===== src/rtl/timer_scheduler.sv =====
// Shared delay counter handed out to N_REQ requesters; one job at a time, done pulse per owner.
// Optional build macro SCHED_FIXED_PRIO_EN selects fixed lowest-index priority instead of round-robin.
module timer_scheduler #(
  parameter int N_REQ = 4,
  parameter int CNT_W = 9
) (
  input  logic                   clk,
  input  logic                   rst_n,
  input  logic [N_REQ-1:0]       req,
  input  logic [N_REQ*CNT_W-1:0] delay,
  output logic [N_REQ-1:0]       grant,
  output logic [N_REQ-1:0]       done,
  output logic                   busy,
  output logic [CNT_W-1:0]       cnt_out
);

  localparam int IDX_W = (N_REQ > 1) ? $clog2(N_REQ) : 1;

  typedef enum logic [1:0] {
    IDLE = 2'd0,
    RUN  = 2'd1,
    DONE = 2'd2
  } state_t;

  state_t           state_q, state_d;
  logic [N_REQ-1:0] grant_q, grant_d;
  logic [N_REQ-1:0] done_q, done_d;
  logic [CNT_W-1:0] cnt_q, cnt_d;
  logic [CNT_W-1:0] dly_q, dly_d;

  logic [IDX_W-1:0]   scan_start;
  logic [IDX_W-1:0]   win;
  logic [N_REQ-1:0]   win_onehot;
  logic [CNT_W-1:0]   win_delay;
  logic [2*N_REQ-1:0] req_dbl;
  logic [N_REQ-1:0]   req_rot;
  logic [IDX_W-1:0]   rot_off;
  logic [IDX_W:0]     win_sum;

  // Rotate req so the pointer position lands on bit 0, pick the lowest set bit, rotate back.
  always_comb begin
    req_dbl = {req, req} >> scan_start;
    req_rot = req_dbl[N_REQ-1:0];
    rot_off = '0;
    for (int k = N_REQ - 1; k >= 0; k--) begin
      if (req_rot[k]) begin
        rot_off = IDX_W'(k);
      end
    end
    win_sum = {1'b0, scan_start} + {1'b0, rot_off};
    if (win_sum >= (IDX_W + 1)'(N_REQ)) begin
      win_sum = win_sum - (IDX_W + 1)'(N_REQ);
    end
    win = win_sum[IDX_W-1:0];
  end

  always_comb begin
    win_onehot = '0;
    win_delay  = '0;
    for (int i = 0; i < N_REQ; i++) begin
      if (win == IDX_W'(i)) begin
        win_onehot[i] = 1'b1;
        win_delay     = delay[i*CNT_W +: CNT_W];
      end
    end
  end

`ifdef SCHED_FIXED_PRIO_EN
  assign scan_start = '0;
`else
  logic [IDX_W-1:0] ptr_q, ptr_d;

  always_comb begin
    ptr_d = ptr_q;
    if (state_q == IDLE && req != '0) begin
      ptr_d = (win == IDX_W'(N_REQ - 1)) ? '0 : win + IDX_W'(1);
    end
  end

  always_ff @(posedge clk or negedge rst_n) begin
    if (!rst_n) begin
      ptr_q <= '0;
    end else begin
      ptr_q <= ptr_d;
    end
  end

  assign scan_start = ptr_q;
`endif

  always_comb begin
    state_d = state_q;
    grant_d = grant_q;
    done_d  = '0;
    cnt_d   = cnt_q;
    dly_d   = dly_q;
    unique case (state_q)
      IDLE: begin
        if (req != '0) begin
          state_d = RUN;
          grant_d = win_onehot;
          dly_d   = win_delay;
          cnt_d   = '0;
        end
      end
      RUN: begin
        // A dropped request aborts silently and wins over a same-cycle completion.
        if ((req & grant_q) == '0) begin
          state_d = IDLE;
          grant_d = '0;
          cnt_d   = '0;
        end else if (cnt_q == dly_q) begin
          state_d = DONE;
          grant_d = '0;
          done_d  = grant_q;
          cnt_d   = '0;
        end else begin
          cnt_d = cnt_q + CNT_W'(1);
        end
      end
      DONE: begin
        state_d = IDLE;
      end
      default: begin
        state_d = IDLE;
        grant_d = '0;
        cnt_d   = '0;
      end
    endcase
  end

  always_ff @(posedge clk or negedge rst_n) begin
    if (!rst_n) begin
      state_q <= IDLE;
      grant_q <= '0;
      done_q  <= '0;
      cnt_q   <= '0;
      dly_q   <= '0;
    end else begin
      state_q <= state_d;
      grant_q <= grant_d;
      done_q  <= done_d;
      cnt_q   <= cnt_d;
      dly_q   <= dly_d;
    end
  end

  assign grant   = grant_q;
  assign done    = done_q;
  assign busy    = (state_q != IDLE);
  assign cnt_out = cnt_q;

endmodule


===== config.mk =====
export PLATFORM = sky130hd
export DESIGN_NAME = timer_scheduler
export DESIGN_NICKNAME = d
export VERILOG_FILES = /design/src/rtl/timer_scheduler.sv
export SDC_FILE = /design/constraint.sdc
export NUM_CORES = 1
export LEC_CHECK = 0
export ABC_CLOCK_PERIOD_IN_PS = 5700
export BUFFER_PORTS_ARGS = -buffer_cell sky130_fd_sc_hd__buf_2
export CAP_MARGIN = 20
export CORE_MARGIN = 1
export CORE_UTILIZATION = 30
export DETAILED_ROUTE_END_ITERATION = 10
export HOLD_SLACK_MARGIN = 0.02
export PLACE_DENSITY = 0.6
export REMOVE_ABC_BUFFERS = 1
export SLEW_MARGIN = 10
export SYNTH_ARGS = -nofsm -noshare
export SYNTH_HDL_FRONTEND = slang
export SYNTH_SLANG_ARGS = --single-unit

===== constraint.sdc =====
create_clock -name clk -period 5.7 [get_ports clk]
set_clock_uncertainty 0.15 [all_clocks]
set_input_delay 1.14 -clock clk [delete_from_list [all_inputs] [get_ports clk]]
set_output_delay 1.14 -clock clk [all_outputs]
set_load 0.02 [all_outputs]

* Word-level counts from Yosys, hierarchy flattened
Cells that the tools add are included.
** Word-level totals
- Bits of input ports :: 42
- Register bits :: 30
- Word-level logic and storage cells :: 61
** Operators by class
- Add/sub/neg operators :: 4
- Reductions and logical operators :: 10
- Shift operators :: 1
- Order comparisons :: 1
- Bitwise logic cells :: 2
- Multiplexer cells :: 29
- Eq/ne operators :: 8
** Operators by type and width (number)
- 2-to-1 mux 9 bit :: 7
- case mux 9 bit (3 select lines) :: 1
- 2-to-1 mux 4 bit :: 6
- 2-to-1 mux 2 bit :: 9
- case mux 4 bit (3 select lines) :: 1
- adder 9 x 1 -> 9 bit (second input constant) :: 1
- == test 9 bit :: 1
- right shift 8 x 2 -> 4 bit :: 1
- == test 2 bit (second input constant) :: 3
- AND reduction 2 bit :: 3
- bitwise AND 4 bit :: 1
- == test 2 x 1 -> 1 bit (second input constant) :: 2
- logical NOT 2 bit :: 2
- logical NOT 4 bit :: 1
- 2-to-1 mux 1 bit :: 4
- case mux 2 bit (2 select lines) :: 1
- nonzero test 4 bit :: 1
- adder 2 x 2 -> 3 bit :: 1
- >= comparator 3 bit (second input constant) :: 1
- inequality test 3 bit (second input constant) :: 1
- AND reduction 3 bit :: 1
- adder 2 x 1 -> 2 bit (second input constant) :: 1
- inequality test 2 x 1 -> 1 bit (second input constant) :: 1
- nonzero test 2 bit :: 1
- 3 further kinds :: 3

* Depth between registers and ports, before layout
Gate-level depths: netlist (run 1).
- Word-level depth :: 13
- Mapped depth :: 15

* Least setup slack after synthesis (run 1)
No wires, ideal clock.
- Path kind :: input-to-reg
- From :: input req[0]
- To :: register dly_q[7]
- Path slack :: 2.116 ns
- Path buffers :: 3
- Cell stages on the path :: 15
- Data arrival time :: 3.315 ns
- Cells stage by stage :: buf_2 > nand2_1 > o221ai_1 > o21ai_0 > o221ai_1 > ha_1 > xor2_1 > xor2_1 > ha_1 > clkbuf_1 > clkbuf_1 > a21oi_1 > a21oi_1 > o211ai_1 > o21a_1
** On the way
- Longest elaborated chain between the ends :: 13
** RTL lines
- from (decl) :: RTL line 9 : input logic [N_REQ-1:0] req,
- right shift 8 x 2 -> 4 bit :: RTL line 42 : req_dbl = {req, req} >> scan_start;
- 2-to-1 mux 2 bit (4 in a row) :: RTL line 46 : if (req_rot[k]) begin
- adder 2 x 2 -> 3 bit :: RTL line 50 : win_sum = {1'b0, scan_start} + {1'b0, rot_off};
- >= comparator 3 bit or subtractor 2 x 1 -> 2 bit (tied branches) :: RTL line 51, 52
- 2-to-1 mux 2 bit :: RTL line 51 : if (win_sum >= (IDX_W + 1)'(N_REQ)) begin
- logical NOT 2 bit :: RTL line 61 : if (win == IDX_W'(i)) begin
- 2-to-1 mux 9 bit (4 in a row) :: RTL line 61
- to (signal assigned) :: RTL line 144 : dly_q <= dly_d;
- to (decl) :: RTL line 29 : logic [CNT_W-1:0] dly_q, dly_d;
Parallel ways exist; a longest one is shown, timed or not.
A chain may end at the register's enable or synchronous reset.

* Final worst setup path (run 1)
- From :: input req[1]
- To :: register dly_q[2]
Same word-level chain as after synthesis.

==> results.ini, run 1 <==
[sta]
timing.final.crit_share_pct=66.6
finalSetupViolCount=0
whs_ns=0.349
final_hold_viol_count=0
period_minus_slack_ns=3.80
finalSetupTns_ns=0
maxSlewViolCount=0
worst_pin_slew_ns=0.662
rsz0062_at_grt=false
timing.slew.headroom_pct=55.8
fmax_mhz=263

[clock_tree]
tritoncts=built
clock_sinks=30
cts_setup_buffers=0
cts_resized=0
cts-root-buf=clkbuf_8
clk_pin_slew_ns=0.06
clk_latency_ns=0.28
ctsHtreeMaxLevel=2
postCtsHoldBufs=0
clk_path_buf_depth=2
cts_made_buffers=5

[pwr]
powerDensity_nw_per_um2=529
p_leak_nw=1.16
total_power_mw=1.20
irDropWorstVdd_v=0.000322

[worst_setup_path]
end_kind=register
cp_max_fo=12
r2r_end=dly_q[2]
crit_type=in2reg
ff2ff_path_depth=13
cp-start-kind=input port
cp.arrival_ns=3.83
endpoint=dly_q[2]
crit_required_ns=5.74
reg2reg_slack_ns=2.39
critPathLaunch=req[1]
r2r-start=ptr_q[0]

[logic_synthesis]
synthTopCellsByCount=dfrtp_1 (30), nand2_1 (25), o21ai_0 (17)
synth.yosys.seq_area_share_pct=40.2
synth_edf_count=0
ys_async_sr_fraction_pct=100
syn_area_per_cell_sq_um=8.81
synthTopCellsByArea=dfrtp_1 (40%), xor2_1 (5.2%), nand2_1 (5.0%)
synth_top_area_cell=dfrtp_1
synth_area_sq_um=1870
synth-main-ff-cell=dfrtp_1
synth_most_common_cell=dfrtp_1
ys_warn_count=0
synth_top_area_share_pct=40.2
ys_ff_latch=30
syn-instance-count=212
yosys.cell_types.count=41

[routing]
dr.pass1.iters=4
viasPerCell=5.12
drc_errors=0
drtIter0Drc=79
antenna_left=0
wl_mm=4.40
num_vias=1734
routedWlPerCell_microns=13.0

[grt]
antenna_found_initial=0
grt_usage_pct=14.9
gr-total-overflow=0
grt_pass1_vias=1657
grt_first_pass_wirelength_mm=7.50
grt_max_degree=31

[place]
port_buffers=59
gp_congestion=0.779
place_hpwl_mm=3.30

[floorplan]
die_width_microns=80.9
rows=28
ioPinCount=60
start_util_pct=31.3
die_area_sq_um=6540
die_y_microns=80.9
core_sq_um=5960

[cells_and_area]
fillCellCount=657
fin_util_pct=38.0
n_antenna_cell=0
area.growth.synth_to_final_pct=21.4
drive_above_1_share_pct=25.8
layout.nets=312

[min_path]
hold_path_depth=2
hold_path.class=reg2reg

[flow_run]
cap_violations=0

[outcome]
status=completed

[cell usage in the layout (no fill, tap or decap), drive strengths merged, types with 4 or more instances in the layout]
master and count:
nor2 8, inv 5, nor4 4, nor3 13, buf 59, nor2b 10, a211o 4, a22o 6
nand2 25, nand3 6, xor2 11, clkbuf 7, a21oi 11, and3 7, o21ai 18, ha 6
dfrtp 30, a221oi 8
[critical path: stages]
cell      delay [ns]
buf_2           0.13
inv_1           0.08
nand3_1         0.09
o31ai_1         0.06
o21ai_0         0.14
o221ai_1        0.13
ha_1            0.21
xor2_1          0.23
xnor2_1         0.14
ha_1            0.34
nor2b_1         0.52
a221oi_1        0.15
nor3_1          0.16
a21oi_1         0.08
o21ai_0         0.22
[registers in the layout, indices dropped and copies added (netlist names)]
name,cells
dly_q,9
grant,4
cnt_out,9
ptr_q,2
done,4
state_q,2
[per-layer routing]
metal / vias up / wire (microns) / track usage (%)
li1: 873 / - / -
met1: 796 / 2100 / 19.4
met2: 55 / 1940 / 23.5
met3: 10 / 241 / 2.70
met4: 0 / 111 / 7.32
met5: - / 0 / 0
[worst min path at each step]
stage	start	endpoint	slack, ns
2_1_floorplan	dly_q[0]	dly_q[0]	0.32
3_3_place_gp	dly_q[0]	dly_q[0]	0.33
3_5_place_dp	dly_q[0]	dly_q[0]	0.34
4_1_cts	dly_q[0]	dly_q[0]	0.36
5_1_grt	dly_q[0]	dly_q[0]	0.41
6_report	dly_q[0]	dly_q[0]	0.35
[where the power goes]
group	internal, mW	switching [mW]
Clock	0.0838	0.0724
Sequential	0.271	0.0558
Combinational	0.302	0.413
[cell families after synthesis]
group	count (synthesis)	synth area share, %
and+or+nand+nor	83	22.5
muxes	1	0.536
xor gates and xnor gates	12	5.63
adders and majority gates	6	4.02
DFF	30	40.2
AOI/OAI and AO/OA	61	22.6
buffers and inverters	19	4.56
[area by class of cell]
cell class                 count  area [sq um]  share of cell area, %
clock buffer                   7          76.3                   3.37
inverter                       5          18.8                  0.828
multi-input combinational    163          1030                   45.5
sequential                    30           751                   33.1
tap                           75          93.8                   4.14
timing repair buffer          59           295                   13.0
[metrics by stage]
step / cells / setup slack [ns] / area [sq um]
detailed placement: 332 / 1.69 / 2190
floorplan: 198 / 2.26 / 1800
finish: 339 / 1.90 / 2270
global route: 339 / 1.52 / 2270
CTS: 339 / 1.92 / 2270
global placement: 332 / 1.75 / 2190
Note: power is estimated with default switching activity, not from simulation.
==> run 2, diff against run 1 <==
--- a/config.mk
+++ b/config.mk
@@ -5,14 +5,15 @@
 export SDC_FILE = /design/constraint.sdc
 export NUM_CORES = 1
 export LEC_CHECK = 0
-export ABC_CLOCK_PERIOD_IN_PS = 5700
+export ABC_AREA = 1
+export ABC_CLOCK_PERIOD_IN_PS = 3250
 export BUFFER_PORTS_ARGS = -buffer_cell sky130_fd_sc_hd__buf_2
 export CAP_MARGIN = 20
 export CORE_MARGIN = 1
 export CORE_UTILIZATION = 30
 export DETAILED_ROUTE_END_ITERATION = 10
 export HOLD_SLACK_MARGIN = 0.02
-export PLACE_DENSITY = 0.6
+export PLACE_DENSITY = 0.61
 export REMOVE_ABC_BUFFERS = 1
 export SLEW_MARGIN = 10
 export SYNTH_ARGS = -nofsm -noshare
==> constraint.sdc (replaced) <==
create_clock -name clk -period 3.25 [get_ports clk]
set_clock_uncertainty 0.15 [all_clocks]
set_input_delay 0.65 -clock clk [delete_from_list [all_inputs] [get_ports clk]]
set_output_delay 0.65 -clock clk [all_outputs]
set_load 0.02 [all_outputs]
==> results.ini, run 2 <==
[routing]
wl_met3_microns=248  ; was 241 microns
wl_met1_mm=2.36  ; was 2.10 mm
num_vias=1896  ; was 1734
routedWlPerCell_microns=11.6  ; was 13.0 microns
drtIter0Drc=147  ; was 79
antenna_left=0  ; unchanged
wl_mm=4.74  ; was 4.40 mm
viasPerCell=4.66  ; was 5.12
dr.pass1.iters=4  ; unchanged
highest_layer=met4  ; unchanged
drc_errors=0  ; unchanged
dr_wl_met2_mm=2.05  ; was 1.94 mm

[worst_setup_path]
cp-start-kind=register  ; was input port
endpoint=dly_q[5]  ; was dly_q[2]
critPathLaunch=ptr_q[0]  ; was req[1]
crit_type=reg2reg  ; was in2reg
r2r_end=dly_q[5]  ; was dly_q[2]
crit_required_ns=3.30  ; was 5.74 ns
end_kind=register  ; unchanged
cp_max_fo=10  ; was 12
slowest_stage=dfrtp_2  ; was nor2b_1
cp_common_cell=nand2_1
reg2reg_slack_ns=0.34  ; was 2.39 ns
r2r-start=ptr_q[0]  ; unchanged
cp_slowest_stage_delay_ns=0.47  ; was 0.52 ns
ff2ff_path_depth=16  ; was 13
cp_cell_sequence=o21ai_0 > mux2i_1 > o211ai_1 > a21boi_1 > ha_1 > xor2_1 > nand3b_1 > nand2_1 > inv_1 > ha_1 > nor2_1 > buf_4 > nand2_1 > nand2_1 > o211ai_1 > a21oi_1  ; was buf_2 > inv_1 > nand3_1 > o31ai_1 > o21ai_0 > o221ai_1 > ha_1 > xor2_1 > xnor2_1 > ha_1 > nor2b_1 > a221oi_1 > nor3_1 > a21oi_1 > o21ai_0
cp.arrival_ns=2.96  ; was 3.83 ns

[floorplan]
ioPinCount=60  ; unchanged
die_y_microns=83.3  ; was 80.9 microns
start_util_pct=31.2  ; was 31.3%
die_width_microns=83.3  ; was 80.9 microns
die_area_sq_um=6940  ; was 6540 sq um
core_sq_um=6350  ; was 5960 sq um
rows=29  ; was 28

[place]
gp_congestion=0.814  ; was 0.779
port_buffers=59  ; unchanged
place_area_sq_um=2340  ; was 2190 sq um
pre_cts_ws_ns=0.0526  ; was 1.69 ns
place_hpwl_mm=3.65  ; was 3.30 mm

[cells_and_area]
most-common-layout-cells=nand2_1 (69), buf_2 (59), inv_1 (33)  ; was buf_2 (59), dfrtp_1 (30), nand2_1 (25)
fin_util_pct=38.7  ; was 38.0%
drive_above_1_share_pct=25.5  ; was 25.8%
final_common_cell=nand2_1  ; was buf_2
fin_area_sq_um=2460  ; was 2270 sq um
n_antenna_cell=0  ; unchanged
layout.nets=377  ; was 312
area.growth.synth_to_final_pct=23.9  ; was 21.4%
fillCellCount=673  ; was 657

[logic_synthesis]
synthTopCellsByCount=nand2_1 (69), inv_1 (33), a21oi_1 (32)  ; was dfrtp_1 (30), nand2_1 (25), o21ai_0 (17)
ys_async_sr_fraction_pct=100  ; unchanged
synth_most_common_cell=nand2_1  ; was dfrtp_1
synthTopCellsByArea=dfrtp_1 (38%), nand2_1 (13%), a21oi_1 (8.1%)  ; was dfrtp_1 (40%), xor2_1 (5.2%), nand2_1 (5.0%)
syn-instance-count=267  ; was 212
synth-main-ff-cell=dfrtp_1  ; unchanged
synth_edf_count=0  ; unchanged
syn_area_per_cell_sq_um=7.42  ; was 8.81 sq um
synth_top_area_share_pct=37.9  ; was 40.2%
synth.yosys.seq_area_share_pct=37.9  ; was 40.2%
synth_top_area_cell=dfrtp_1  ; unchanged
synth_area_sq_um=1980  ; was 1870 sq um
ys_ff_latch=30  ; unchanged
ys_warn_count=0  ; unchanged
yosys.cell_types.count=28  ; was 41

[clock_tree]
clk_latency_ns=0.28  ; about the same
ctsHtreeMaxLevel=2  ; unchanged
clk_path_buf_depth=2  ; unchanged
tritoncts=built  ; unchanged
clk_pin_slew_ns=0.07  ; was 0.06 ns
clock_sinks=30  ; unchanged
cts_setup_buffers=0  ; unchanged
cts_made_buffers=5  ; unchanged
cts-root-buf=clkbuf_8  ; unchanged

[pwr]
p_leak_nw=1.31  ; was 1.16 nW
powerDensity_nw_per_um2=1050  ; was 529 nW/um^2
irDropWorstVdd_v=0.00102  ; was 0.000322 V

[min_path]
hold_path.class=in2async  ; was reg2reg

[sta]
finalSetupViolCount=0  ; unchanged
period_minus_slack_ns=2.91
maxSlewViolCount=0  ; unchanged
rsz0062_at_grt=false  ; unchanged
final.setup.worst_slack_ns=0.344  ; was 1.90 ns
whs_ns=0.248  ; was 0.349 ns
worst_pin_slew_ns=0.663  ; was 0.662 ns
timing.final.crit_share_pct=89.4
fmax_mhz=344
final_hold_viol_count=0  ; unchanged
finalSetupTns_ns=0  ; unchanged
timing.slew.headroom_pct=55.8  ; about the same

[grt]
antenna_found_initial=0  ; unchanged
grt_pass1_vias=1784  ; was 1657
grt_first_pass_wirelength_mm=8.21  ; was 7.50 mm
grt_max_degree=31  ; unchanged
gr-total-overflow=0  ; unchanged
grt_usage_pct=14.5  ; was 14.9%

[flow_run]
cap_violations=0  ; unchanged

[outcome]
status=completed  ; unchanged

[run 2: power by group]
group / switching, mW / leakage [nW] / internal (mW)
registers: 0.0941 / 0.388 / 0.484
clock network: 0.137 / 0.0575 / 0.214
logic: 1.00 / 0.864 / 0.655
total: 1.23 / 1.31 / 1.35
[run 2: metal layers]
metal | GRT usage [%] | vias to the layer above
met1 | 19.8 | 843
met2 | 22.7 | 61
li1 | - | 986
met4 | 5.64 | 0
met3 | 2.98 | 6
met5 | 0 | -
[run 2: final cells by class]
type                            count  area, sq um  share of cell area, %
Tap cell                           77         96.3                   3.92
Timing Repair Buffer               63          325                   13.2
Multi-Input combinational cell    194         1040                   42.4
Inverter                           35          131                   5.35
Clock buffer                        8          110                   4.48
Sequential cell                    30          752                   30.6
[run 2: stage by stage]
| stage | power (mW) | std cells |
|---|---|---|
| after floorplan | 1.77 | 259 |
| after global placement | 2.19 | 399 |
| after detailed placement | 2.22 | 399 |
| after CTS | 2.59 | 407 |
| after global routing | 2.87 | 407 |
| final | 2.59 | 407 |
[run 2: critical path: cells and delay by family (launching register included)]
kind,cells,cell delay [ns]
simple gates,5,0.51
flops,1,0.47
mux,1,0.14
fa+ha+maj,2,0.40
compound gates,5,0.76
buf+inv,2,0.23
xor+xnor,1,0.15
[run 2: worst min path at each step]
stage | from | to | slack (ns) | depth (start not counted)
4_1_cts | rst_n | grant[3] | 0.28 | 1
2_1_floorplan | rst_n | cnt_out[0] | 0.20 | 0
6_report | rst_n | grant[3] | 0.25 | 1
3_3_place_gp | grant[2] | grant[2] | 0.35 | 2
5_1_grt | rst_n | ptr_q[1] | 0.30 | 1
3_5_place_dp | grant[1] | grant[1] | 0.35 | 2
[run 2: cells by family (layout without fill, tap and decap cells)]
logic type / count (synthesis) / after routing / share of synthesized area, %
buf+inv: 43 / 106 / 9.60
flops: 30 / 30 / 37.9
fa+ha+maj: 6 / 6 / 3.79
mux: 3 / 3 / 1.52
compound gates: 55 / 55 / 16.0
simple gates: 118 / 118 / 25.9
xor+xnor: 12 / 12 / 5.30
[run 2: timing repair]
action	in CTS	in global routing
endpoints found under the setup margin	0	9
hold buffers	0	0
resized for setup	0	3
